===== config.mk =====
export PLATFORM = sky130hd
export DESIGN_NAME = ptw_axi_arbiter
export DESIGN_NICKNAME = d
export VERILOG_FILES = /design/src/rtl/ptw_pkg.sv /design/src/rtl/ptw_req_capture.sv /design/src/rtl/ptw_axi_arbiter.sv
export SDC_FILE = /design/constraint.sdc
export NUM_CORES = 1
export LEC_CHECK = 0
export BUFFER_PORTS_ARGS = -buffer_cell sky130_fd_sc_hd__buf_2
export CAP_MARGIN = 20
export CELL_PAD_IN_SITES_DETAIL_PLACEMENT = 1
export CELL_PAD_IN_SITES_GLOBAL_PLACEMENT = 2
export CORE_MARGIN = 5
export CORE_UTILIZATION = 30
export DETAILED_ROUTE_END_ITERATION = 8
export PLACE_DENSITY = 0.79
export SETUP_SLACK_MARGIN = 0.15
export SYNTH_ARGS = -nofsm -noshare
export SYNTH_HDL_FRONTEND = slang
export SYNTH_SLANG_ARGS = --single-unit

===== constraint.sdc =====
create_clock -name CLK -period 5.45 [get_ports CLK]
set_clock_uncertainty 0.1 [all_clocks]
set_input_delay 1.3625 -clock CLK [delete_from_list [all_inputs] [get_ports CLK]]
set_output_delay 1.3625 -clock CLK [all_outputs]
set_load 0.05 [all_outputs]

===== src/rtl/ptw_pkg.sv =====
// Shared definitions for the page-table-walker AXI read arbiter:
// AXI encodings, FSM states and requester indices.
package ptw_pkg;

    localparam logic [1:0] RESP_OKAY   = 2'b00;
    localparam logic [1:0] RESP_EXOKAY = 2'b01;
    localparam logic [1:0] BURST_INCR  = 2'b01;
    localparam logic [2:0] SIZE_8B     = 3'b011;

    localparam logic REQ_ITLB = 1'b0;
    localparam logic REQ_DTLB = 1'b1;

    typedef enum logic [1:0] {
        IDLE,
        AR,
        R,
        RESP
    } ptw_state_t;

    function automatic logic resp_ok(input logic [1:0] resp);
        return (resp == RESP_OKAY) || (resp == RESP_EXOKAY);
    endfunction

endpackage


===== src/rtl/ptw_req_capture.sv =====
// Holds one TLB's pending PTE read: a flag plus the 8-byte aligned address.
// A same-cycle pulse is made visible immediately so IDLE can grant without a bubble.
module ptw_req_capture #(
    parameter int ADDR_WIDTH = 64
) (
    input  logic                  CLK,
    input  logic                  RSTN,
    input  logic                  addr_valid,
    input  logic [ADDR_WIDTH-1:0] addr,
    input  logic                  in_flight,
    input  logic                  clear,
    output logic                  visible,
    output logic [ADDR_WIDTH-1:0] req_addr
);

    logic                  pending;
    logic [ADDR_WIDTH-1:0] addr_q;
    logic [ADDR_WIDTH-1:0] addr_aligned;
    logic                  accept;

    assign addr_aligned = addr & ~{{(ADDR_WIDTH-3){1'b0}}, 3'b111};
    assign accept       = addr_valid && !pending && !in_flight;
    assign visible      = pending || accept;
    assign req_addr     = pending ? addr_q : addr_aligned;

    // A grant consumes either the stored request or the same-cycle pulse.
    always_ff @(posedge CLK or negedge RSTN) begin
        if (!RSTN) begin
            pending <= 1'b0;
            addr_q  <= '0;
        end else if (clear) begin
            pending <= 1'b0;
        end else if (accept) begin
            pending <= 1'b1;
            addr_q  <= addr_aligned;
        end
    end

endmodule


===== src/rtl/ptw_axi_arbiter.sv =====
// Round-robin arbiter sharing one single-outstanding AXI4 read master
// between the ITLB and DTLB page-table walkers.
module ptw_axi_arbiter
    import ptw_pkg::*;
#(
    parameter int ADDR_WIDTH   = 64,
    parameter int DATA_WIDTH   = 64,
    parameter int AXI_ID_WIDTH = 4,
    parameter int AXI_ID       = 0
) (
    input  logic                    CLK,
    input  logic                    RSTN,
    input  logic                    ITLB_ADDR_VALID,
    input  logic [ADDR_WIDTH-1:0]   ITLB_ADDR,
    output logic                    ITLB_DATA_VALID,
    output logic [DATA_WIDTH-1:0]   ITLB_DATA,
    output logic                    ITLB_ACCESS_FAULT,
    input  logic                    DTLB_ADDR_VALID,
    input  logic [ADDR_WIDTH-1:0]   DTLB_ADDR,
    output logic                    DTLB_DATA_VALID,
    output logic [DATA_WIDTH-1:0]   DTLB_DATA,
    output logic                    DTLB_ACCESS_FAULT,
    output logic                    M_ARVALID,
    input  logic                    M_ARREADY,
    output logic [ADDR_WIDTH-1:0]   M_ARADDR,
    output logic [AXI_ID_WIDTH-1:0] M_ARID,
    output logic [7:0]              M_ARLEN,
    output logic [2:0]              M_ARSIZE,
    output logic [1:0]              M_ARBURST,
    input  logic                    M_RVALID,
    output logic                    M_RREADY,
    input  logic [DATA_WIDTH-1:0]   M_RDATA,
    input  logic [1:0]              M_RRESP,
    input  logic                    M_RLAST
);

    ptw_state_t            state;
    logic                  grant;
    logic                  favour_dtlb;
    logic                  pick;
    logic                  start_grant;
    logic                  itlb_visible;
    logic                  dtlb_visible;
    logic [ADDR_WIDTH-1:0] itlb_req_addr;
    logic [ADDR_WIDTH-1:0] dtlb_req_addr;
    logic                  itlb_in_flight;
    logic                  dtlb_in_flight;
    logic                  unused_rlast;

    assign M_ARID       = AXI_ID_WIDTH'(AXI_ID);
    assign M_ARLEN      = 8'd0;
    assign M_ARSIZE     = SIZE_8B;
    assign M_ARBURST    = BURST_INCR;
    // Every transfer is a single beat, so RLAST carries no information.
    assign unused_rlast = M_RLAST;

    assign itlb_in_flight = ((state == AR) || (state == R)) && (grant == REQ_ITLB);
    assign dtlb_in_flight = ((state == AR) || (state == R)) && (grant == REQ_DTLB);
    assign start_grant    = (state == IDLE) && (itlb_visible || dtlb_visible);

    ptw_req_capture #(.ADDR_WIDTH(ADDR_WIDTH)) u_itlb_capture (
        .CLK        (CLK),
        .RSTN       (RSTN),
        .addr_valid (ITLB_ADDR_VALID),
        .addr       (ITLB_ADDR),
        .in_flight  (itlb_in_flight),
        .clear      (start_grant && (pick == REQ_ITLB)),
        .visible    (itlb_visible),
        .req_addr   (itlb_req_addr)
    );

    ptw_req_capture #(.ADDR_WIDTH(ADDR_WIDTH)) u_dtlb_capture (
        .CLK        (CLK),
        .RSTN       (RSTN),
        .addr_valid (DTLB_ADDR_VALID),
        .addr       (DTLB_ADDR),
        .in_flight  (dtlb_in_flight),
        .clear      (start_grant && (pick == REQ_DTLB)),
        .visible    (dtlb_visible),
        .req_addr   (dtlb_req_addr)
    );

    // The round-robin pointer only moves when both walkers contend.
    always_comb begin
        pick = REQ_ITLB;
        if (itlb_visible && dtlb_visible) begin
            pick = favour_dtlb ? REQ_DTLB : REQ_ITLB;
        end else if (dtlb_visible) begin
            pick = REQ_DTLB;
        end
    end

    always_ff @(posedge CLK or negedge RSTN) begin
        if (!RSTN) begin
            state             <= IDLE;
            grant             <= REQ_ITLB;
            favour_dtlb       <= 1'b0;
            M_ARVALID         <= 1'b0;
            M_ARADDR          <= '0;
            M_RREADY          <= 1'b0;
            ITLB_DATA_VALID   <= 1'b0;
            ITLB_ACCESS_FAULT <= 1'b0;
            ITLB_DATA         <= '0;
            DTLB_DATA_VALID   <= 1'b0;
            DTLB_ACCESS_FAULT <= 1'b0;
            DTLB_DATA         <= '0;
        end else begin
            ITLB_DATA_VALID   <= 1'b0;
            ITLB_ACCESS_FAULT <= 1'b0;
            DTLB_DATA_VALID   <= 1'b0;
            DTLB_ACCESS_FAULT <= 1'b0;
            case (state)
                IDLE: begin
                    if (start_grant) begin
                        grant     <= pick;
                        M_ARADDR  <= (pick == REQ_DTLB) ? dtlb_req_addr : itlb_req_addr;
                        M_ARVALID <= 1'b1;
                        state     <= AR;
                        if (itlb_visible && dtlb_visible) begin
                            favour_dtlb <= (pick == REQ_ITLB);
                        end
                    end
                end
                AR: begin
                    if (M_ARREADY) begin
                        M_ARVALID <= 1'b0;
                        M_RREADY  <= 1'b1;
                        state     <= R;
                    end
                end
                R: begin
                    if (M_RVALID) begin
                        M_RREADY <= 1'b0;
                        state    <= RESP;
                        if (resp_ok(M_RRESP)) begin
                            if (grant == REQ_DTLB) begin
                                DTLB_DATA       <= M_RDATA;
                                DTLB_DATA_VALID <= 1'b1;
                            end else begin
                                ITLB_DATA       <= M_RDATA;
                                ITLB_DATA_VALID <= 1'b1;
                            end
                        end else if (grant == REQ_DTLB) begin
                            DTLB_ACCESS_FAULT <= 1'b1;
                        end else begin
                            ITLB_ACCESS_FAULT <= 1'b1;
                        end
                    end
                end
                RESP: begin
                    state <= IDLE;
                end
                default: begin
                    state <= IDLE;
                end
            endcase
        end
    end

endmodule

; ---- Word level (Yosys, flattened, before mapping)
; Index checks and enable logic that the tools add are counted.
[word_totals]
ramBits = 0
romBits = 0
reg_bits = 326
output_inout_bits = 215
in_bits = 201
latchBits = 0
elab_cells = 95
n_memories = 0
[classes]
div = 0
n_mul = 0
n_lt_le_gt_ge = 0
addsub = 0
mux = 34
reduce_logical = 34
bitwise_logic = 4
shift = 0
n_eq_ne = 7
[op_table]
columns = operator, count
row1 = $mux 64, 3
row2 = $mux 1, 25
row3 = $reduce_and 3->1, 4
row4 = $logic_and 1x1->1, 10
row5 = $pmux 2 s4, 1
row6 = $reduce_and 4->1, 2
row7 = $reduce_bool 2->1, 4
row8 = $mux 2, 3
row9 = $ne 2x2->1 const B, 3
row10 = $reduce_and 2->1, 3
row11 = $logic_or 1x1->1, 5
row12 = $eq 2x1->1 const B, 2
row13 = $eq 2x2->1 const B, 2
row14 = $logic_not 1->1, 4
row15 = $logic_not 2->1, 2
row16 = $not 1->1, 4
row17 = $pmux 1 s2, 2

; ---- Depth between registers and ports, before layout
[depth]
word_depth = 12
depth_mapped = 9
mapped_depth_nobuf = 6

; ---- Hierarchy
; From an unflattened synthesis, not the netlist that was laid out.
[hier_totals]
hier_cells = 959
area_unflattened_um2 = 14641.5
[modules_own_cells]
columns = mod, cells_each, area_each_um2, n_inst, seq_area_each_um2
row1 = ptw_axi_arbiter, 547, 8375.5, 1, 5054.8
row2 = ptw_req_capture, 206, 3133.0, 2, 1551.5

; ---- Least setup slack after synthesis
; Ideal clock, no wire load.
[synth_timing]
path_type = input -> register
start = in DTLB_ADDR_VALID
end = reg u_itlb_capture.addr_q[10]
arrival_ps = 2565
setup_time_ps = 125
stages = 6
setup_slack_ps = 2660
path_cell_list = a21boi_4 -> o21ai_1 -> a211o_1 -> buf_2 -> buf_6 -> mux2_4
[synth_via]
elab_chain_len = 9
elab_cells_between_ends = 12
cone_classes = mux: 2 / bitwise: 2 / reduce/logical: 8
[synth_rtl]
columns = element, line_no
row1 = "start, declared", ptw_axi_arbiter.sv:18  ; input logic DTLB_ADDR_VALID,
row2 = $logic_and 1x1->1 (*) (2 in a row), ptw_req_capture.sv:22  ; assign accept = addr_valid && !pending && !in_flight;
row3 = $logic_or 1x1->1 (*), ptw_req_capture.sv:23  ; assign visible = pending || accept;
row4 = $mux 1 or $logic_and 1x1->1 (tied branches), "ptw_axi_arbiter.sv:88, ptw_axi_arbiter.sv:86"
row5 = $mux 1, ptw_axi_arbiter.sv:86  ; if (itlb_visible && dtlb_visible) begin
row6 = $not 1->1, ptw_axi_arbiter.sv:67  ; .clear (start_grant && (pick == REQ_ITLB)),
row7 = $logic_and 1x1->1 (*), ptw_axi_arbiter.sv:67
row8 = $not 1->1 (no line) (*), -
row9 = $reduce_and 2->1 (no line) (*), -
row10 = "end signal, assigned", ptw_req_capture.sv:35  ; addr_q <= addr_aligned;
row11 = "end, declared", ptw_req_capture.sv:17  ; logic [ADDR_WIDTH-1:0] addr_q;
; Every way passes the cells marked *; elsewhere a longest branch is shown, timed or not.
; A chain may end at the register's enable or synchronous reset.

; ---- Worst setup path in the final report
[layout_timing]
start = in DTLB_ADDR_VALID
end = reg u_itlb_capture.addr_q[11]
; Same word-level chain as after synthesis.

==> flow_metrics.py <==
metrics = {
    "cts": {
        "hold_buffers": 0,
        "cts_buffers": 37,
        "clkSinkCount": 323,
        "clk_pin_slew_ns": 0.06,
        "cts_buffer_depth": 3,
        "postCtsSetupBuffers": 0,
        "root_buffer": "clkbuf_16",
        "clk_latency_ns": 0.54,
        "cts_tree": "done",
        "cts_resized": 0,
        "htree_levels": 2,
    },
    "floorplanning": {
        "rows": 80,
        "placeableCoreArea_sq_um": 47400,
        "initial_core_util": 0.302,
        "die_h_microns": 228,
        "die_w_microns": 228,
        "io_pins": 416,
        "dieArea_sq_um": 52200,
    },
    "grt": {
        "grt_pass1_vias": 10800,
        "grt_max_degree": 113,
        "grt_pass1_wl_mm": 66.1,
        "antenna_found_initial": 14,
        "gr-total-overflow": 0,
        "grt.total_usage": 0.158,
    },
    "sta": {
        "max-slew-margin-rel": 0.333,
        "post-route-min-period_ns": 3.28,
        "max_freq_mhz": 305,
        "period_share": 0.601,
        "slew_viol_final": 0,
        "worst_slew_pin_slew_ns": 1.00,
        "setup_viol": 0,
        "final.setup.tns_ns": 0,
        "finalWorstSetupSlack_ns": 2.17,
        "rsz0062_at_grt": "false",
        "finalHoldViolations": 0,
    },
    "placement": {
        "place_congestion": 0.764,
        "dpl.cell_count": 1910,
        "hpwl_mm": 28.5,
        "dpl_worst_slack_ns": 1.58,
        "io_buffers": 387,
        "dpl_cell_area_sq_um": 16700,
    },
    "flow_run": {
        "maxCapViolations": 0,
    },
    "cells_and_area": {
        "fillCellCount": 5083,
        "syn_to_final_growth_pct": 25.5,
        "final_cell_mix": "buf_2 (386), dfrtp_1 (321), mux2_2 (191), nor3_1 (64), mux2i_1 (62)",
        "drive_gt1_frac": 0.533,
        "multi_input_area_sq_um": 5760,
        "design_area_sq_um": 18000,
        "seq_area_sq_um": 8090,
        "final_common_cell": "buf_2",
        "final_cells": 1980,
        "nets": 1539,
    },
    "synth": {
        "ys.warnings.count": 0,
        "syn_avg_cell_area_sq_um": 14.9,
        "async_flop_share": 1.00,
        "synth_seq_cells": 323,
        "synthDistinctLibCells": 39,
        "synth_cells": 963,
        "synth_edf_count": 0,
        "yosysSeqAreaShare": 0.564,
        "synth_area_sq_um": 14300,
        "synth_ff_type": "dfrtp_1",
    },
    "worst_setup_path": {
        "cp_slowest_cell": "a211o_4",
        "critPathKind": "in2reg",
        "start_kind": "input pin",
        "cp_top_family": "compound AO/OA/AOI/OAI gates",
        "crit_buf_inv": 2,
        "worstPathRequired_ns": 5.76,
        "cp.arrival_ns": 3.59,
        "critPathMaxFanout": 45,
        "crit_path_end_kind": "flop",
        "path_cells": "buf_2 > a21boi_4 > o21ai_1 > a211o_4 > buf_4 > mux2_4",
        "crit_path_max_incr_delay_ns": 0.81,
    },
    "route": {
        "dr.pass1.iters": 4,
        "drt_wl_total_mm": 42.4,
        "vias": 9698,
        "drt_iter0_markers": 334,
        "wire_per_inst_microns": 21.4,
        "via_per_inst": 4.90,
        "ant_nets": 0,
        "route.detailed.drc": 0,
    },
    "power_and_ir_drop": {
        "p_leak_nw": 8.90,
        "powerDensity_nw_per_um2": 746,
        "ir_worst_vdd_uv": 262,
        "power_mw": 13.4,
    },
    "hold_path": {
        "hold_class": "reg2reg",
    },
    "outcome": {
        "status": "finished, final reports clean",
    },
}
worst paths after layout:
path                                            from                        end  slack, ns  depth (start not counted)
setup reg to reg                            state[0]  u_itlb_capture.addr_q[11]       2.30                          7
min in group asynchronous                       RSTN              ITLB_DATA[60]       0.82                          1
hold / removal             u_dtlb_capture.addr_q[13]  u_dtlb_capture.addr_q[13]       0.39                          1
setup / recovery                     DTLB_ADDR_VALID  u_itlb_capture.addr_q[11]       2.17                          6
max in group asynchronous                       RSTN  u_dtlb_capture.addr_q[52]       3.40                          2
hold reg to reg            u_dtlb_capture.addr_q[13]  u_dtlb_capture.addr_q[13]       0.39                          1
state kept, by name, summed over array words and instances, names as in the netlist, 2 cells and up:
| register | flops |
|---|---|
| M_ARADDR | 61 |
| u_itlb_capture.addr_q | 61 |
| u_dtlb_capture.addr_q | 61 |
| DTLB_DATA | 64 |
| state | 2 |
| ITLB_DATA | 64 |
Yosys cell counts (all sizes together), types with 2 or more instances:
cell	instances	area share
nor3b	2	0.0014
nor2b	3	0.0013
a221o	62	0.043
mux2	311	0.26
ha	4	0.0035
nor3	65	0.023
a221oi	2	0.0012
nand3	2	0.00070
mux2i	62	0.043
nor2	4	0.0010
buf	64	0.034
a21oi	4	0.0014
conb	2	0.00052
dfrtp	323	0.56
inv	6	0.0016
clkbuf	23	0.0060
nand2	7	0.0018
metrics by stage:
stage / hold WS [ns] / utilization
finish: 0.388 / 0.379
global route: 0.406 / 0.379
CTS: 0.393 / 0.379
detailed placement: 0.381 / 0.353
global placement: 0.373 / 0.353
floorplan: 0.364 / -
report_power, final:
part	switching (mW)	internal, mW	total [mW]
clock	1.01	1.49	2.50
sequential	0.718	3.58	4.29
combinational	4.24	2.37	6.61
total	5.97	7.44	13.4
metal layers:
metal	global-route usage	vias up	wire (microns)
met3	0.0593	66	3260
met2	0.270	310	20600
met4	0.0399	18	833
met5	0	-	100
li1	-	4276	-
met1	0.190	5028	17600
logic make-up after synthesis:
group,count (synthesis),share of synthesized area
buf+inv,93,0.0415
mux,373,0.304
xor+xnor,1,0.000612
other cells,2,0.000524
compound gates,79,0.0530
simple gates,88,0.0329
fa+ha+maj,4,0.00349
flops,323,0.564
final cells by class:
| class | instances | area share |
|---|---|---|
| Timing Repair Buffer | 401 | 0.117 |
| Antenna cell | 4 | 0.000557 |
| Clock buffer | 56 | 0.0633 |
| Sequential cell | 323 | 0.450 |
| Multi-Input combinational cell | 565 | 0.320 |
| Tap cell | 615 | 0.0428 |
| Clock inverter | 10 | 0.00494 |
| Inverter | 6 | 0.00125 |
No activity file was read; power rests on OpenSTA's default activity.
